===== config.mk =====
export PLATFORM = sky130hd
export DESIGN_NAME = q2_seqgen01_flat
export DESIGN_NICKNAME = d
export VERILOG_FILES = /design/src/rtl/q2_seqgen01_if.sv /design/src/rtl/q2_seqgen01.sv /design/src/flat_wrapper.sv
export SDC_FILE = /design/constraint.sdc
export NUM_CORES = 1
export LEC_CHECK = 0
export ABC_CLOCK_PERIOD_IN_PS = 4900
export BUFFER_PORTS_ARGS = -buffer_cell sky130_fd_sc_hd__buf_4
export CAP_MARGIN = 20
export CORE_ASPECT_RATIO = 1.1
export CORE_UTILIZATION = 57
export CTS_CLUSTER_SIZE = 40
export DETAILED_ROUTE_END_ITERATION = 8
export GPL_TIMING_DRIVEN = 0
export PLACE_DENSITY = 0.83
export SYNTH_ARGS = -nofsm -noshare
export SYNTH_HDL_FRONTEND = slang
export SYNTH_SLANG_ARGS = --single-unit
export TNS_END_PERCENT = 20

===== constraint.sdc =====
create_clock -name clk -period 4.9 [get_ports clk]
set_input_delay 0.49 -clock clk [delete_from_list [all_inputs] [get_ports clk]]
set_output_delay 0.49 -clock clk [all_outputs]
set_load 0.05 [all_outputs]

===== src/rtl/q2_seqgen01_if.sv =====
// q2_seqgen01 bus: load handshake plus serial stream outputs.
// Master drives load/pattern/len; slave returns the stream and status.
interface q2_seqgen01_if #(
    parameter int WIDTH  = 10,
    parameter int LEN_W  = 4,
    parameter int MCNT_W = 4
);
    logic              load;
    logic [WIDTH-1:0]  pattern;
    logic [LEN_W-1:0]  len;
    logic              ready;
    logic              x_out;
    logic              x_valid;
    logic              done;
    logic [MCNT_W-1:0] match_cnt;

    modport master (
        output load, pattern, len,
        input  ready, x_out, x_valid, done, match_cnt
    );

    modport slave (
        input  load, pattern, len,
        output ready, x_out, x_valid, done, match_cnt
    );
endinterface


===== src/rtl/q2_seqgen01.sv =====
// Serial "01" pattern transmitter: loads a word, shifts it out MSB-first,
// and counts the "01" pairs it emits (saturating).
module q2_seqgen01 #(
    parameter int WIDTH  = 10,
    parameter int LEN_W  = 4,
    parameter int MCNT_W = 4
) (
    input logic           clk,
    input logic           rst,
    q2_seqgen01_if.slave  bus
);
    typedef enum logic [1:0] {IDLE, SHIFT, DONE} state_t;

    localparam logic [LEN_W-1:0]  WLEN = LEN_W'(WIDTH);
    localparam logic [LEN_W-1:0]  ONE  = LEN_W'(1);
    localparam logic [MCNT_W-1:0] CMAX = '1;

    state_t            state_q, state_d;
    logic [WIDTH-1:0]  sr_q, sr_d, sr_shl;
    logic [LEN_W-1:0]  rem_q, rem_d, eff_len;
    logic [MCNT_W-1:0] cnt_q, cnt_d;
    logic              ready_q, ready_d;
    logic              xo_q, xo_d;
    logic              xv_q, xv_d;
    logic              done_q, done_d;

    // Zero or oversized lengths fall back to the full word.
    always_comb begin
        eff_len = bus.len;
        if (bus.len == '0 || bus.len > WLEN)
            eff_len = WLEN;
    end

    assign sr_shl = sr_q << 1;

    // Next-state and next-output decode; the presented bit doubles as
    // the previous-bit flag for pair counting.
    always_comb begin
        state_d = state_q;
        sr_d    = sr_q;
        rem_d   = rem_q;
        cnt_d   = cnt_q;
        ready_d = 1'b0;
        xo_d    = 1'b0;
        xv_d    = 1'b0;
        done_d  = 1'b0;
        unique case (state_q)
            IDLE: begin
                ready_d = 1'b1;
                if (bus.load) begin
                    state_d = SHIFT;
                    sr_d    = bus.pattern;
                    rem_d   = eff_len;
                    cnt_d   = '0;
                    ready_d = 1'b0;
                    xv_d    = 1'b1;
                    xo_d    = bus.pattern[WIDTH-1];
                end
            end
            SHIFT: begin
                sr_d  = sr_shl;
                rem_d = rem_q - ONE;
                if (rem_q == ONE) begin
                    state_d = DONE;
                    done_d  = 1'b1;
                end else begin
                    xv_d = 1'b1;
                    xo_d = sr_shl[WIDTH-1];
                    if (!xo_q && sr_shl[WIDTH-1] && cnt_q != CMAX)
                        cnt_d = cnt_q + 1'b1;
                end
            end
            DONE: begin
                state_d = IDLE;
                ready_d = 1'b1;
            end
            default: state_d = IDLE;
        endcase
    end

    // State and registered outputs; reset abandons any transfer at once.
    always_ff @(posedge clk or negedge rst) begin
        if (!rst) begin
            state_q <= IDLE;
            sr_q    <= '0;
            rem_q   <= '0;
            cnt_q   <= '0;
            ready_q <= 1'b1;
            xo_q    <= 1'b0;
            xv_q    <= 1'b0;
            done_q  <= 1'b0;
        end else begin
            state_q <= state_d;
            sr_q    <= sr_d;
            rem_q   <= rem_d;
            cnt_q   <= cnt_d;
            ready_q <= ready_d;
            xo_q    <= xo_d;
            xv_q    <= xv_d;
            done_q  <= done_d;
        end
    end

    assign bus.ready     = ready_q;
    assign bus.x_out     = xo_q;
    assign bus.x_valid   = xv_q;
    assign bus.done      = done_q;
    assign bus.match_cnt = cnt_q;
endmodule

===== src/flat_wrapper.sv =====
// flat-port wrapper written by rule: the top's interface ports become plain ports
module q2_seqgen01_flat 
#(
    parameter int WIDTH  = 10,
    parameter int LEN_W  = 4,
    parameter int MCNT_W = 4
)
  (clk, rst, bus_load, bus_pattern, bus_len, bus_ready, bus_x_out, bus_x_valid, bus_done, bus_match_cnt);
  q2_seqgen01_if #(.WIDTH(WIDTH), .LEN_W(LEN_W), .MCNT_W(MCNT_W)) bus_i ();
  input logic clk;
  input logic rst;
  input wire logic [$bits(bus_i.load)-1:0] bus_load;
  input wire logic [$bits(bus_i.pattern)-1:0] bus_pattern;
  input wire logic [$bits(bus_i.len)-1:0] bus_len;
  output wire logic [$bits(bus_i.ready)-1:0] bus_ready;
  output wire logic [$bits(bus_i.x_out)-1:0] bus_x_out;
  output wire logic [$bits(bus_i.x_valid)-1:0] bus_x_valid;
  output wire logic [$bits(bus_i.done)-1:0] bus_done;
  output wire logic [$bits(bus_i.match_cnt)-1:0] bus_match_cnt;
  assign bus_i.load = bus_load;
  assign bus_i.pattern = bus_pattern;
  assign bus_i.len = bus_len;
  assign bus_ready = bus_i.ready;
  assign bus_x_out = bus_i.x_out;
  assign bus_x_valid = bus_i.x_valid;
  assign bus_done = bus_i.done;
  assign bus_match_cnt = bus_i.match_cnt;
  q2_seqgen01 #(.WIDTH(WIDTH), .LEN_W(LEN_W), .MCNT_W(MCNT_W)) u_core (.clk(clk), .rst(rst), .bus(bus_i));
endmodule

==> out/metrics.yaml <==
run_status:
  outcome: "finished, final reports clean"
clock_tree:
  post_cts_resized: 0
  cts.clk_slew.worst_paths_ns: 0.13
  holdBufCountCts: 0
  worstSkewPairLatency_ns: 0.31
  post_cts_buffers: 0
  cts_max_level: 1
  cts-root-buf: "clkbuf_4"
  cts_buffers: 3
  clockBufferDepth: 2
  clock-sinks: 23
  tritoncts: "yes"
yosys:
  synth_cell_types: 30
  netlist_top_cells_area: "dfrtp_1, a22oi_1, o21ai_0, ha_1, inv_1"
  synthArstFlopShare_pct: 100
  synthFlopType: "dfrtp_1"
  synth.avg_cell_area_um2: 9.46
  ys_ff_latch: 23
  yosys_warnings: 0
  synth_edf_count: 0
  syn_inst: 124
  synth_top_cell_by_area: "dfrtp_1"
  ys_seq_area_share_pct: 49.1
  synth_area_mm2: 0.00117
  syn_nets: 144
  synth_top_area_share_pct: 46.9
floorplan:
  dieHeight_um: 49.6
  initial_utilization_pct: 63.0
  fp.dieW_um: 45.3
  boundaryPins: 25
  die_area_mm2: 0.00224
  rows: 16
  coreArea_mm2: 0.00186
critical_path:
  path_max_fanout: 7
  crit_path_end_kind: "flop"
  r2r_cells: 6
  cp.required_ns: 5.16
  endpoint: "u_core.bus.match_cnt[3]"
  crit_start: "u_core.rem_q[0]"
  r2r_start: "u_core.rem_q[0]"
  path_class: "flop to flop"
  reg2reg_to: "u_core.bus.match_cnt[3]"
  worstPathArrival_ns: 2.23
  rrSetupSlack_ns: 2.92
  crit_path_start_kind: "flop"
routing:
  drtIter0Drc: 28
  drc: 0
  routed_via_density: 5.94
  firstDrtPassIters: 4
  ant_nets: 0
  wl_mm: 2.48
  wire_per_inst_um: 13.9
  dr_total_vias: 1063
pwr:
  p_comb_share_pct: 48.4
  irDropWorstVdd_mv: 0.363
  p_leak_nw: 0.637
  switchingPower_w: 0.000373
  p_clk_share_pct: 10.9
  power_frac_seq_pct: 40.7
  p_int_w: 0.000442
  power_w: 0.000815
  switching_share_pct: 45.8
  powerDensity_mw_per_mm2: 576
sta:
  final.setup.tns_ns: 0
  post-route-min-period_ns: 1.98
  maxSlewViolCount: 0
  hold_viol: 0
  fin_crit_sh_pct: 40.3
  worst_pin_slew_ns: 0.472
  fin_skew_ns: 0.00542
  setup_viol: 0
  slew-limit-headroom_pct: 68.6
  rsz0062_at_grt: "false"
  clock.fmax_mhz: 506
  worst_slack_ns: 2.92
grt:
  first_global_vias: 1014
  grt_max_degree: 24
  antenna_found_initial: 0
  grt_overflow: 0
  grt_pass1_wl_mm: 4.21
  track_usage_pct: 25.5
  gr-usage-met3_pct: 2.56
  use_met2_pct: 45.7
  top_usage_layer: "met2"
  met1_usage_pct: 29.9
placement:
  dp_hpwl_mm: 1.84
  post-place-ws_ns: 2.95
  place.gp.congestion: 0.854
  portBuffers: 24
layout:
  drive_above_1_share_pct: 19.7
  final_util_pct: 75.9
  antenna_cells: 0
  area_delta_synth_final_pct: 20.5
  nNetsFinal: 173
job:
  maxCapViolCount: 0
hold_path:
  min-delay-path-class: "input pin to asynchronous set/reset pin"
-- routing by layer --
| layer | routed length [um] | vias up | share of wire [%] |
|---|---|---|---|
| li1 | - | 515 | - |
| met1 | 1070 | 518 | 43 |
| met2 | 1310 | 28 | 53 |
| met3 | 94 | 2 | 3.8 |
| met4 | 14 | 0 | 0.56 |
| met5 | 0 | - | 0 |
-- worst min-delay path by stage --
| stage | end | from | slack, ns |
|---|---|---|---|
| 2_1_floorplan | u_core.bus.done | rst | 0.19 |
| 3_3_place_gp | u_core.rem_q[3] | rst | 0.40 |
| 3_5_place_dp | u_core.rem_q[1] | rst | 0.40 |
| 4_1_cts | u_core.rem_q[1] | rst | 0.04 |
| 5_1_grt | u_core.rem_q[1] | rst | 0.05 |
| 6_report | u_core.rem_q[1] | rst | 0.04 |
-- power groups by stage --
| stage | logic (W) | registers, W | clock network (W) |
|---|---|---|---|
| after global routing | 0.000441 | 0.000341 | 0.0000982 |
| after floorplan | 0.000214 | 0.000396 | 0 |
| after CTS | 0.000397 | 0.000330 | 0.0000916 |
| after global placement | 0.000381 | 0.000331 | 0 |
| after detailed placement | 0.000395 | 0.000335 | 0 |
| final | 0.000394 | 0.000332 | 0.0000886 |
-- cells in the final DEF (no fill, tap or decap), types with 4 or more instances in the layout --
cell type,count
buf_4,24
nor2_1,8
a21oi_1,5
inv_1,8
a22oi_1,17
nand2_1,4
o21ai_0,19
nand3_1,5
nand2b_1,4
dfrtp_1,22
clkbuf_1,7
-- flip-flops by register name, indices dropped and copies added, names as in the netlist --
register	count
u_core.state_q	2
u_core.sr_q	9
u_core.bus.x_valid	1
u_core.bus.ready	1
u_core.rem_q	4
u_core.bus.done	1
u_core.bus.x_out	1
u_core.bus.match_cnt	4
-- kinds of logic after synthesis --
| group | count (synthesis) | synth area share, % |
|---|---|---|
| buffers and inverters | 15 | 4.90 |
| flip-flops | 23 | 49.1 |
| AND/OR/NAND/NOR | 32 | 14.5 |
| adder cells (fa/ha/maj) | 3 | 3.20 |
| AO/OA/AOI/OAI | 51 | 28.3 |
-- worst max-delay path: stages, from the launching register on --
cell	delay, ns
dfrtp_1	0.46
ha_1	0.23
nor4bb_1	0.13
or3_1	0.34
buf_2	0.17
or4b_1	0.51
nand2_1	0.07
-- cell usage after synthesis, drive strengths merged (2+ instances only) --
master,instances
nor3,3
nand2,4
o21ai,19
ha,3
nand2b,4
clkbuf,6
a22oi,17
nor2b,2
nand3,5
a21oi,5
o22ai,2
nor2,8
dfrtp,22
inv,8
-- cell type report --
cell class | count | area (um2)
Clock buffer | 4 | 26.3
Tap cell | 27 | 33.8
Fill cell | 145 | 448
Inverter | 8 | 30.0
Multi-Input combinational cell | 86 | 539
Buffer | 7 | 27.5
Sequential cell | 23 | 577
Timing Repair Buffer | 24 | 180
-- stage by stage --
step	hold slack, ns	instance area [um2]	std cells
global placement	0.396	1390	175
floorplan	0.194	1170	124
detailed placement	0.396	1390	175
global route	0.0499	1410	179
CTS	0.0394	1410	179
finish	0.0401	1410	179
(Power assumes the default switching activity.)
